$ cat config.mk
export PLATFORM = sky130hd
export DESIGN_NAME = ad9518_spi_writer_flat
export DESIGN_NICKNAME = d
export VERILOG_FILES = /design/src/rtl/ad9518_spi_writer_if.sv /design/src/rtl/ad9518_spi_writer.sv /design/src/flat_wrapper.sv
export SDC_FILE = /design/constraint.sdc
export NUM_CORES = 1
export LEC_CHECK = 0
export CORE_UTILIZATION = 40
export CTS_CLUSTER_DIAMETER = 200
export DETAILED_ROUTE_END_ITERATION = 8
export SKIP_LAST_GASP = 1
export SLEW_MARGIN = 20
export SYNTH_ARGS = -nofsm -noshare
export SYNTH_HDL_FRONTEND = slang
export SYNTH_SLANG_ARGS = --single-unit
$ cat constraint.sdc
create_clock -name clk -period 5.6 [get_ports clk]
set_input_delay 0.84 -clock clk [delete_from_list [all_inputs] [get_ports clk]]
set_output_delay 0.84 -clock clk [all_outputs]
set_load 0.03 [all_outputs]
$ cat src/rtl/ad9518_spi_writer_if.sv
// ---------------------------------------------------------------------------
// ad9518_spi_writer_if
// Bundles the control handshake, the LUT read port and the 3-wire SPI pins of
// the AD9518 programming sequencer.
//   start       : one-cycle pulse that begins a programming run
//   lut_index   : LUT address driven by the sequencer
//   lut_data    : combinational LUT word {pad, addr[15:0], data[7:0]}
//   spi_cs_n    : chip select, active low
//   spi_sclk    : SPI clock, idles low
//   spi_sdio_o  : serial data out, MSB first
//   spi_sdio_oe : SDIO output enable
//   spi_sdio_i  : SDIO input (lock-poll reads only)
//   busy/done   : run status
//   error       : lock-poll timeout
// Modports: master = the sequencer, slave = its environment (LUT, pins, host).
// ---------------------------------------------------------------------------
interface ad9518_spi_writer_if;
   logic        start;
   logic [9:0]  lut_index;
   logic [24:0] lut_data;
   logic        spi_cs_n;
   logic        spi_sclk;
   logic        spi_sdio_o;
   logic        spi_sdio_oe;
   logic        spi_sdio_i;
   logic        busy;
   logic        done;
   logic        error;

   modport master (
      input  start, lut_data, spi_sdio_i,
      output lut_index, spi_cs_n, spi_sclk, spi_sdio_o, spi_sdio_oe,
             busy, done, error
   );

   modport slave (
      output start, lut_data, spi_sdio_i,
      input  lut_index, spi_cs_n, spi_sclk, spi_sdio_o, spi_sdio_oe,
             busy, done, error
   );
endinterface

$ cat src/rtl/ad9518_spi_writer.sv
// ---------------------------------------------------------------------------
// ad9518_spi_writer
// Walks the AD9518 register LUT from index 0 and sends every entry as a
// 24-bit single-byte SPI write (mode 0, MSB first) until the 24'hFFFFFF
// terminator, inserting settle time after soft reset (addr 0x000) and after a
// VCO calibration request (addr 0x018, data bit0 set).
// Ports:
//   clk   : system clock
//   rst_n : asynchronous active-low reset
//   bus   : ad9518_spi_writer_if.master (handshake, LUT port, SPI pins)
// Optional feature: define AD9518_LOCK_WAIT_EN to poll register 0x01F for
// digital lock after the table, retrying up to LOCK_TRIES times and flagging
// error on timeout. Without it no reads happen and error stays low.
// ---------------------------------------------------------------------------
module ad9518_spi_writer #(
   parameter int CLK_DIV     = 4,
   parameter int GAP_CYCLES  = 8,
   parameter int RESET_WAIT  = 1000,
   parameter int VCOCAL_WAIT = 50000,
   parameter int LOCK_TRIES  = 16
) (
   input logic                 clk,
   input logic                 rst_n,
   ad9518_spi_writer_if.master bus
);

   localparam int DIV_W    = $clog2(CLK_DIV + 2);
   localparam int GAP_W    = $clog2(GAP_CYCLES + 2);
   localparam int WAIT_MAX = (RESET_WAIT > VCOCAL_WAIT) ? RESET_WAIT : VCOCAL_WAIT;
   localparam int WAIT_W   = $clog2(WAIT_MAX + 2);

   typedef enum logic [2:0] {
      ST_IDLE, ST_FETCH, ST_SHIFT, ST_GAP, ST_WAIT, ST_LOCK, ST_FINISH
   } state_t;

   state_t              state_q;
   logic [9:0]          lutIndex_q;
   logic [23:0]         shift_q;
   logic [DIV_W-1:0]    divCnt_q;
   logic [5:0]          halfCnt_q;
   logic [GAP_W-1:0]    gapCnt_q;
   logic [WAIT_W-1:0]   waitCnt_q;
   logic                csN_q;
   logic                sclk_q;
   logic                sdo_q;
   logic                sdoOe_q;
   logic                busy_q;
   logic                done_q;
   logic                waitReset_q;
   logic                waitVco_q;
`ifdef AD9518_LOCK_WAIT_EN
   localparam int TRY_W = $clog2(LOCK_TRIES + 2);
   logic                isRead_q;
   logic                rxBit_q;
   logic [TRY_W-1:0]    lockTries_q;
   logic                error_q;
`endif

   // Pad bit of the LUT word is never used; in the default build neither is SDIO input.
   logic unusedBits;
   assign unusedBits = ^{bus.lut_data[24], bus.spi_sdio_i};

   // Sequencer FSM. Each frame holds CS_n low for 49 SCLK half-periods: 48
   // half-periods of data plus one half-period of hold after the last fall.
   // halfCnt_q counts completed half-periods; entering an odd one raises SCLK,
   // entering an even one lowers it and presents the next bit.
   always_ff @(posedge clk or negedge rst_n) begin
      if (!rst_n) begin
         state_q     <= ST_IDLE;
         lutIndex_q  <= '0;
         shift_q     <= '0;
         divCnt_q    <= '0;
         halfCnt_q   <= '0;
         gapCnt_q    <= '0;
         waitCnt_q   <= '0;
         csN_q       <= 1'b1;
         sclk_q      <= 1'b0;
         sdo_q       <= 1'b0;
         sdoOe_q     <= 1'b0;
         busy_q      <= 1'b0;
         done_q      <= 1'b0;
         waitReset_q <= 1'b0;
         waitVco_q   <= 1'b0;
`ifdef AD9518_LOCK_WAIT_EN
         isRead_q    <= 1'b0;
         rxBit_q     <= 1'b0;
         lockTries_q <= '0;
         error_q     <= 1'b0;
`endif
      end else begin
         case (state_q)
            ST_IDLE: begin
               if (bus.start) begin
                  lutIndex_q <= '0;
                  busy_q     <= 1'b1;
                  done_q     <= 1'b0;
                  state_q    <= ST_FETCH;
`ifdef AD9518_LOCK_WAIT_EN
                  isRead_q    <= 1'b0;
                  lockTries_q <= '0;
                  error_q     <= 1'b0;
`endif
               end
            end

            ST_FETCH: begin
               if (bus.lut_data[23:0] == 24'hFFFFFF) begin
`ifdef AD9518_LOCK_WAIT_EN
                  state_q <= ST_LOCK;
`else
                  busy_q  <= 1'b0;
                  done_q  <= 1'b1;
                  state_q <= ST_FINISH;
`endif
               end else begin
                  // Write of one byte; the upper three address bits are dropped.
                  shift_q     <= {3'b000, bus.lut_data[20:0]};
                  waitReset_q <= (bus.lut_data[20:8] == 13'h0000);
                  waitVco_q   <= (bus.lut_data[20:8] == 13'h0018) && bus.lut_data[0];
                  csN_q       <= 1'b0;
                  sclk_q      <= 1'b0;
                  sdo_q       <= 1'b0;
                  sdoOe_q     <= 1'b1;
                  divCnt_q    <= '0;
                  halfCnt_q   <= '0;
                  state_q     <= ST_SHIFT;
               end
            end

`ifdef AD9518_LOCK_WAIT_EN
            ST_LOCK: begin
               // Read instruction for register 0x01F followed by 8 input bits.
               isRead_q  <= 1'b1;
               shift_q   <= {1'b1, 2'b00, 13'h001F, 8'h00};
               csN_q     <= 1'b0;
               sclk_q    <= 1'b0;
               sdo_q     <= 1'b1;
               sdoOe_q   <= 1'b1;
               divCnt_q  <= '0;
               halfCnt_q <= '0;
               state_q   <= ST_SHIFT;
            end
`endif

            ST_SHIFT: begin
               if (divCnt_q != DIV_W'(CLK_DIV - 1)) begin
                  divCnt_q <= divCnt_q + DIV_W'(1);
               end else begin
                  divCnt_q <= '0;
                  if (halfCnt_q == 6'd48) begin
                     csN_q    <= 1'b1;
                     sclk_q   <= 1'b0;
                     sdo_q    <= 1'b0;
                     sdoOe_q  <= 1'b0;
                     gapCnt_q <= '0;
                     state_q  <= ST_GAP;
                  end else begin
                     halfCnt_q <= halfCnt_q + 6'd1;
                     sclk_q    <= ~halfCnt_q[0];
                     if (halfCnt_q[0]) begin
                        shift_q <= {shift_q[22:0], 1'b0};
                        sdo_q   <= shift_q[22];
                     end
`ifdef AD9518_LOCK_WAIT_EN
                     // After the 16th bit the device drives SDIO; only the last
                     // sampled bit (lock detect, bit0) needs to be kept.
                     if (isRead_q && halfCnt_q == 6'd31)
                        sdoOe_q <= 1'b0;
                     if (isRead_q && !halfCnt_q[0] && halfCnt_q >= 6'd32)
                        rxBit_q <= bus.spi_sdio_i;
`endif
                  end
               end
            end

            ST_GAP: begin
               if (gapCnt_q != GAP_W'(GAP_CYCLES)) begin
                  gapCnt_q <= gapCnt_q + GAP_W'(1);
`ifdef AD9518_LOCK_WAIT_EN
               end else if (isRead_q) begin
                  if (rxBit_q) begin
                     busy_q  <= 1'b0;
                     done_q  <= 1'b1;
                     state_q <= ST_FINISH;
                  end else if (lockTries_q == TRY_W'(LOCK_TRIES - 1)) begin
                     busy_q  <= 1'b0;
                     done_q  <= 1'b1;
                     error_q <= 1'b1;
                     state_q <= ST_FINISH;
                  end else begin
                     lockTries_q <= lockTries_q + TRY_W'(1);
                     waitCnt_q   <= WAIT_W'(RESET_WAIT - 1);
                     state_q     <= ST_WAIT;
                  end
`endif
               end else if (lutIndex_q == 10'd1023) begin
`ifdef AD9518_LOCK_WAIT_EN
                  state_q <= ST_LOCK;
`else
                  busy_q  <= 1'b0;
                  done_q  <= 1'b1;
                  state_q <= ST_FINISH;
`endif
               end else begin
                  lutIndex_q <= lutIndex_q + 10'd1;
                  if (waitReset_q) begin
                     waitCnt_q <= WAIT_W'(RESET_WAIT - 1);
                     state_q   <= ST_WAIT;
                  end else if (waitVco_q) begin
                     waitCnt_q <= WAIT_W'(VCOCAL_WAIT - 1);
                     state_q   <= ST_WAIT;
                  end else begin
                     state_q <= ST_FETCH;
                  end
               end
            end

            ST_WAIT: begin
               if (waitCnt_q != '0) begin
                  waitCnt_q <= waitCnt_q - WAIT_W'(1);
               end else begin
`ifdef AD9518_LOCK_WAIT_EN
                  state_q <= isRead_q ? ST_LOCK : ST_FETCH;
`else
                  state_q <= ST_FETCH;
`endif
               end
            end

            ST_FINISH: state_q <= ST_IDLE;

            default: state_q <= ST_IDLE;
         endcase
      end
   end

   assign bus.lut_index   = lutIndex_q;
   assign bus.spi_cs_n    = csN_q;
   assign bus.spi_sclk    = sclk_q;
   assign bus.spi_sdio_o  = sdo_q;
   assign bus.spi_sdio_oe = sdoOe_q;
   assign bus.busy        = busy_q;
   assign bus.done        = done_q;
`ifdef AD9518_LOCK_WAIT_EN
   assign bus.error       = error_q;
`else
   assign bus.error       = 1'b0;
`endif

endmodule
$ cat src/flat_wrapper.sv
// flat-port wrapper written by rule: the top's interface ports become plain ports
module ad9518_spi_writer_flat 
#(
   parameter int CLK_DIV     = 4,
   parameter int GAP_CYCLES  = 8,
   parameter int RESET_WAIT  = 1000,
   parameter int VCOCAL_WAIT = 50000,
   parameter int LOCK_TRIES  = 16
)
  (clk, rst_n, bus_start, bus_lut_data, bus_spi_sdio_i, bus_lut_index, bus_spi_cs_n, bus_spi_sclk, bus_spi_sdio_o, bus_spi_sdio_oe, bus_busy, bus_done, bus_error);
  ad9518_spi_writer_if bus_i ();
  input logic clk;
  input logic rst_n;
  input wire logic [$bits(bus_i.start)-1:0] bus_start;
  input wire logic [$bits(bus_i.lut_data)-1:0] bus_lut_data;
  input wire logic [$bits(bus_i.spi_sdio_i)-1:0] bus_spi_sdio_i;
  output wire logic [$bits(bus_i.lut_index)-1:0] bus_lut_index;
  output wire logic [$bits(bus_i.spi_cs_n)-1:0] bus_spi_cs_n;
  output wire logic [$bits(bus_i.spi_sclk)-1:0] bus_spi_sclk;
  output wire logic [$bits(bus_i.spi_sdio_o)-1:0] bus_spi_sdio_o;
  output wire logic [$bits(bus_i.spi_sdio_oe)-1:0] bus_spi_sdio_oe;
  output wire logic [$bits(bus_i.busy)-1:0] bus_busy;
  output wire logic [$bits(bus_i.done)-1:0] bus_done;
  output wire logic [$bits(bus_i.error)-1:0] bus_error;
  assign bus_i.start = bus_start;
  assign bus_i.lut_data = bus_lut_data;
  assign bus_i.spi_sdio_i = bus_spi_sdio_i;
  assign bus_lut_index = bus_i.lut_index;
  assign bus_spi_cs_n = bus_i.spi_cs_n;
  assign bus_spi_sclk = bus_i.spi_sclk;
  assign bus_spi_sdio_o = bus_i.spi_sdio_o;
  assign bus_spi_sdio_oe = bus_i.spi_sdio_oe;
  assign bus_busy = bus_i.busy;
  assign bus_done = bus_i.done;
  assign bus_error = bus_i.error;
  ad9518_spi_writer #(.CLK_DIV(CLK_DIV), .GAP_CYCLES(GAP_CYCLES), .RESET_WAIT(RESET_WAIT), .VCOCAL_WAIT(VCOCAL_WAIT), .LOCK_TRIES(LOCK_TRIES)) u_core (.clk(clk), .rst_n(rst_n), .bus(bus_i));
endmodule
==> impl_metrics.csv <==
group,metric,value,unit
job,drv_cap,0,
cts,cts_buffers,9,
routing,drtPass1Iterations,4,
critical_path,startpoint,"bus_lut_data[5]",
logic_synthesis,synth_warnings,0,
routing,post_drt_wl_per_cell,15.1,um
sta,period_needed,3.03,ns
cts,clk_latency,0.35,ns
logic_synthesis,synth_ff_type,"dfrtp_1",
min_path,hold_class,"input pin to asynchronous set/reset pin",
logic_synthesis,synth_top_area_cell,"dfrtp_1",
layout,finalNonFillerCells,584,
cts,cts_tree,"yes",
power,p_total,2.07,mW
grt,grt_max_degree,46,
critical_path,r2r_cells,5,
critical_path,start_kind,"input pin",
placed_design,placed_area,4410,um2
sta,slew_headroom,37.7,%
cts,path_clk_slew,0.08,ns
grt,grt_first_pass_wirelength,15.2,mm
critical_path,crit_required,5.84,ns
logic_synthesis,synthTopCellsByCount,"dfrtp_1 (72), o21ai_0 (51), nand3_1 (36)",
cts,cts_hold_buf,0,
logic_synthesis,synth_nets,452,
status,run_status,"completed",
critical_path,critPathMaxFanout,23,
logic_synthesis,ys_types,63,
placed_design,place_congestion,0.857,
critical_path,r2r-end,"u_core.waitCnt_q[7]",
placed_design,place_inst,569,
layout,diodes,0,
logic_synthesis,synthArstFlopShare,100,%
routing,ant_nets,0,
critical_path,arrival,3.26,ns
sta,finalSetupViolations,0,
sta,hold_slack,0.492,ns
grt,overflow,0,
sta,setup_ws,2.57,ns
floorplan,initial_core_util,41.9,%
layout,nNetsFinal,487,
critical_path,endpoint_kind,"flop",
sta,final_max_slew_viol_count,0,
critical_path,r2r_start,"u_core.state_q[1]",
power,vdd_drop_max,0.189,mV
layout,layout-drive-gt1-share,7.47,%
floorplan,die_w,101,um
logic_synthesis,netlist_area,3930,um2
sta,fin_skew,0.00990,ns
placed_design,port_buffers,42,
layout,utilization,48.8,%
floorplan,die_y,101,um
critical_path,r2r_slack,2.91,ns
layout,area_growth,16.4,%
logic_synthesis,synth-seq-area-share,46.5,%
routing,vias,3336,
placed_design,dp_worst_setup_slack,2.19,ns
cts,htreeDepth,3,
logic_synthesis,synth_cells,416,
sta,worstMarginPinSlew,0.934,ns
power,power.density,452,nW/um2
sta,rsz0062_at_grt,"no",
power,power.leakage,1.87,nW
logic_synthesis,synth_area_leaders,"dfrtp_1 (46%), o21ai_0 (6.5%), mux2i_1 (5.1%)",
sta,finalSetupTns,0,ns
routing,routed_wl,8.83,mm
cts,post-cts-setup-buffers,0,
logic_synthesis,synth-edff-count,0,
sta,period_share,54.1,%
cts,ctsRootBufferMaster,"clkbuf_8",
logic_synthesis,synth_top_cell_area_share,45.8,%
logic_synthesis,syn_area_per_cell,9.45,um2
placed_design,hpwl,6.03,mm
routing,drt_iter0_markers,121,
sta,hold_viol,0,
cts,cts_resized,0,
sta,max_clock_freq,330,MHz
grt,grt_pass1_vias,3161,
routing,drc,0,
layout,final_design_area_no_fill,4580,um2
critical_path,criticalPathCategory,"input pin to flop",
routing,viasPerCell,5.71,
logic_synthesis,ys_seq_elements,73,
floorplan,io_pins,46,
floorplan,core_region_area,9370,um2
critical_path,endpoint,"u_core.bus.done",
logic_synthesis,yosysMostFrequentCell,"dfrtp_1",
floorplan,rows,35,
grt,grt.total_usage,18.7,%
grt,antenna_found_initial,0,
cts,cts.sinks,73,
cts,clockBufferDepth,2,
floorplan,die-area,10200,um2
-- placed cells by master, fill, tap and decap left out, types with 3 or more instances in the layout --
| cell | n |
|---|---|
| dfrtp_1 | 72 |
| o21ai_0 | 51 |
| clkdlybuf4s50_1 | 41 |
| nand3_1 | 36 |
| nand2_1 | 35 |
| nor2_1 | 22 |
| a21oi_1 | 21 |
| mux2i_1 | 20 |
| nand4_1 | 13 |
| inv_1 | 11 |
| or3_1 | 10 |
| clkbuf_8 | 10 |
| nor3_1 | 8 |
| o31ai_1 | 8 |
| and3_1 | 7 |
| ha_1 | 7 |
| nor4_1 | 5 |
| a31oi_1 | 5 |
| buf_4 | 5 |
| or4_1 | 4 |
| and2_1 | 3 |
| o2bb2ai_1 | 3 |
| a21o_1 | 3 |
| o41ai_1 | 3 |
-- worst min-delay path by stage --
stage / from / cells after the start / end
detailed placement: u_core.shift_q[0] / 2 / u_core.shift_q[0]
floorplan: u_core.divCnt_q[0] / 1 / u_core.divCnt_q[0]
global placement: u_core.bus.done / 1 / u_core.bus.done
global route: u_core.divCnt_q[0] / 1 / u_core.divCnt_q[0]
CTS: u_core.divCnt_q[0] / 1 / u_core.divCnt_q[0]
finish: rst_n / 1 / u_core.bus.lut_index[3]
-- state kept, by name, indices dropped and copies added (netlist names) --
signal / flops
u_core.shift_q: 23
u_core.waitCnt_q: 16
u_core.bus.lut_index: 10
u_core.halfCnt_q: 6
u_core.gapCnt_q: 4
u_core.divCnt_q: 3
u_core.state_q: 3
u_core.bus.busy: 1
u_core.bus.done: 1
u_core.bus.spi_cs_n: 1
u_core.bus.spi_sclk: 1
u_core.bus.spi_sdio_o: 1
u_core.bus.spi_sdio_oe: 1
u_core.waitReset_q: 1
u_core.waitVco_q: 1
-- cell type report --
cell class	count	area, um2
well taps	129	161
repair buffers	46	448
flip-flops and latches	73	1830
fillers	928	4800
multi-input cells	310	1930
clock buffers	12	145
clock inverters	3	17.5
inverters	11	41.3
-- worst max-delay path, cell delays in order --
cell and delay, ns:
clkdlybuf4s50_1 0.48, nand4_1 0.13, or4_1 0.61, o21ai_2 0.45, buf_4 0.36, o211ai_1 0.18
a21o_1 0.20
-- power by group --
group | switching, mW | internal (mW) | total [mW]
combinational | 0.506 | 0.328 | 0.834
clock | 0.195 | 0.170 | 0.365
sequential | 0.169 | 0.700 | 0.869
-- layer usage --
| metal | share of wire (%) | global-route usage [%] | vias up |
|---|---|---|---|
| met3 | 4.1 | 3.59 | 7 |
| met5 | 0 | 0 | - |
| li1 | - | - | 1616 |
| met4 | 0.82 | 4.91 | 0 |
| met1 | 49 | 25.7 | 1636 |
| met2 | 46 | 30.5 | 77 |
-- cell families after synthesis --
group	after synthesis	share of synthesized area, %
compound gates	118	19.1
other cells	1	0.0954
buf+inv	33	4.52
fa+ha+maj	7	2.23
simple gates	162	22.1
mux	20	5.09
flops	73	46.5
xor+xnor	2	0.446
Power figures use the tool's default switching activity.
==> patch (same flow settings) <==
`GAP_CYCLES` is set to 8 in 2 places; all go to 16.
--- a/src/rtl/ad9518_spi_writer.sv
+++ b/src/rtl/ad9518_spi_writer.sv
@@ -15,5 +15,5 @@
 module ad9518_spi_writer #(
    parameter int CLK_DIV     = 4,
-   parameter int GAP_CYCLES  = 8,
+   parameter int GAP_CYCLES  = 16,
    parameter int RESET_WAIT  = 1000,
    parameter int VCOCAL_WAIT = 50000,
--- a/src/flat_wrapper.sv
+++ b/src/flat_wrapper.sv
@@ -3,5 +3,5 @@
 #(
    parameter int CLK_DIV     = 4,
-   parameter int GAP_CYCLES  = 8,
+   parameter int GAP_CYCLES  = 16,
    parameter int RESET_WAIT  = 1000,
    parameter int VCOCAL_WAIT = 50000,
Function: no difference found for any inputs over 10 cycles, from zero or initial values and one cycle with rst_n low; that may be too few to reach the edited logic, so the function may still have changed.
==> patch against the original RTL <==
Total power increased by 1.9%; wire length shrank 1.1%; area after synthesis increased by 2.1%; largest power group unchanged; critical path depth did not move; via count down 0.39%; critical path type unchanged; worst setup slack better by 360 ps; cell area rose by 2.7%; sequential cell count rose by 1.
==> patch: results (changes against the original RTL) <==
sta:
  clock_skew_ps: 11.6  # was 9.90 ps
  slew_headroom_pct: 41.7  # was 37.7%
synth:
  yosysSeqAreaShare_pct: 46.2  # was 46.5%
  synth_compound_area_share_pct: 13.5  # was 19.1%
  yosys-top-cells-count: "nand2_1 (86), dfrtp_1 (73), nor2_1 (42), o21ai_0 (28), mux2_2 (21)"  # was dfrtp_1 (72), o21ai_0 (51), nand3_1 (36), nand2_1 (35), nor2_1 (22)
  synth-async-reset-ratio_pct: 100  # unchanged
  synth-xor-area-share_pct: 2.40  # was 0.446%
  synth_cells: 442  # was 416
  synth_area_leaders: "dfrtp_1 (46%), nand2_1 (8.0%), mux2_2 (5.9%)"  # was dfrtp_1 (46%), o21ai_0 (6.5%), mux2i_1 (5.1%)
  synth_nets: 478  # was 452
  synthMuxAreaShare_pct: 6.39  # was 5.09%
  synth_adder_area_share_pct: 2.18  # was 2.23%
grt:
  grt_usage_pct: 18.1  # was 18.7%
  first_global_vias: 3146  # was 3161
  grt_pass1_wl_um: 14700  # was 15200 µm
  grt_max_degree: 44  # was 46
  grtUsageMet2_pct: 29.6  # was 30.5%
  gr-usage-met1_pct: 23.7  # was 25.7%
  use_met3_pct: 3.35  # was 3.59%
power_and_ir_drop:
  p_leak_nw: 1.98  # was 1.87 nW
  switching_share_pct: 39.9  # was 42.1%
  ir_drop_mv: 0.175  # was 0.189 mV
  power_frac_comb_pct: 40.0  # was 40.3%
  clkPwrFrac_pct: 17.8  # was 17.6%
place:
  gp_congestion: 0.767  # was 0.857
  dp_cells: 603  # was 569
  hpwl_um: 6140  # was 6030 µm
setup_path:
  r2r_end: "u_core.waitCnt_q[12]"  # was u_core.waitCnt_q[7]
  crit_arrival_ps: 2900  # was 3260 ps
  endpoint: "u_core.shift_q[18]"  # was u_core.bus.done
  rrSetupSlack_ps: 3000  # was 2910 ps
  crit_path_start: "bus_lut_data[5]"  # unchanged
layout:
  finalNetCount: 517  # was 487
  drive_above_1_share_pct: 10.9  # was 7.47%
detailed_routing:
  wl_met2_um: 4160  # was 4080 µm
  vias_per_cell: 5.38  # was 5.71
  num_vias: 3323  # was 3336
  drt_wl_total_um: 8730  # was 8830 µm
  wl_met1_um: 4160  # was 4320 µm
  top_layer_used: "met4"  # unchanged
  drt_iter0_drc: 137  # was 121
  route.met3.wl_um: 275  # was 360 µm
run_status:
  outcome: "finished, final reports clean"  # unchanged
[patch: changes by cell type after synthesis, sizes merged, moves of 18 or more]
cell / delta
nor2: +18
o21ai: -24
mux2i: -18
nand2: +51
mux2: +21
nand3: -20
[patch: through the flow]
step	hold WS (ps)	setup WS, ps	power [mW]	cell area, µm²	utilization (%)
floorplan	450	3240	1.49	4010	-
global placement	466	2580	1.72	4530	46.5
detailed placement	489	2570	1.75	4530	46.5
CTS	504	2950	2.13	4700	48.3
global route	518	2760	2.28	4700	48.3
finish	496	2930	2.11	4700	48.3
[patch: worst max-delay path: stages]
cell and delay [ps]:
clkdlybuf4s50_1 480, nand4_1 140, or4_4 570, o211ai_1 230, a21oi_2 70, buf_4 240
mux2_2 300
[patch: final cells by class]
type,count,area (µm²)
Fill cell,962,5030
Multi-Input combinational cell,333,2000
Sequential cell,74,1850
Timing Repair Buffer,47,453
Tap cell,133,166
Clock buffer,12,155
Inverter,16,60.1
Clock inverter,3,15.0
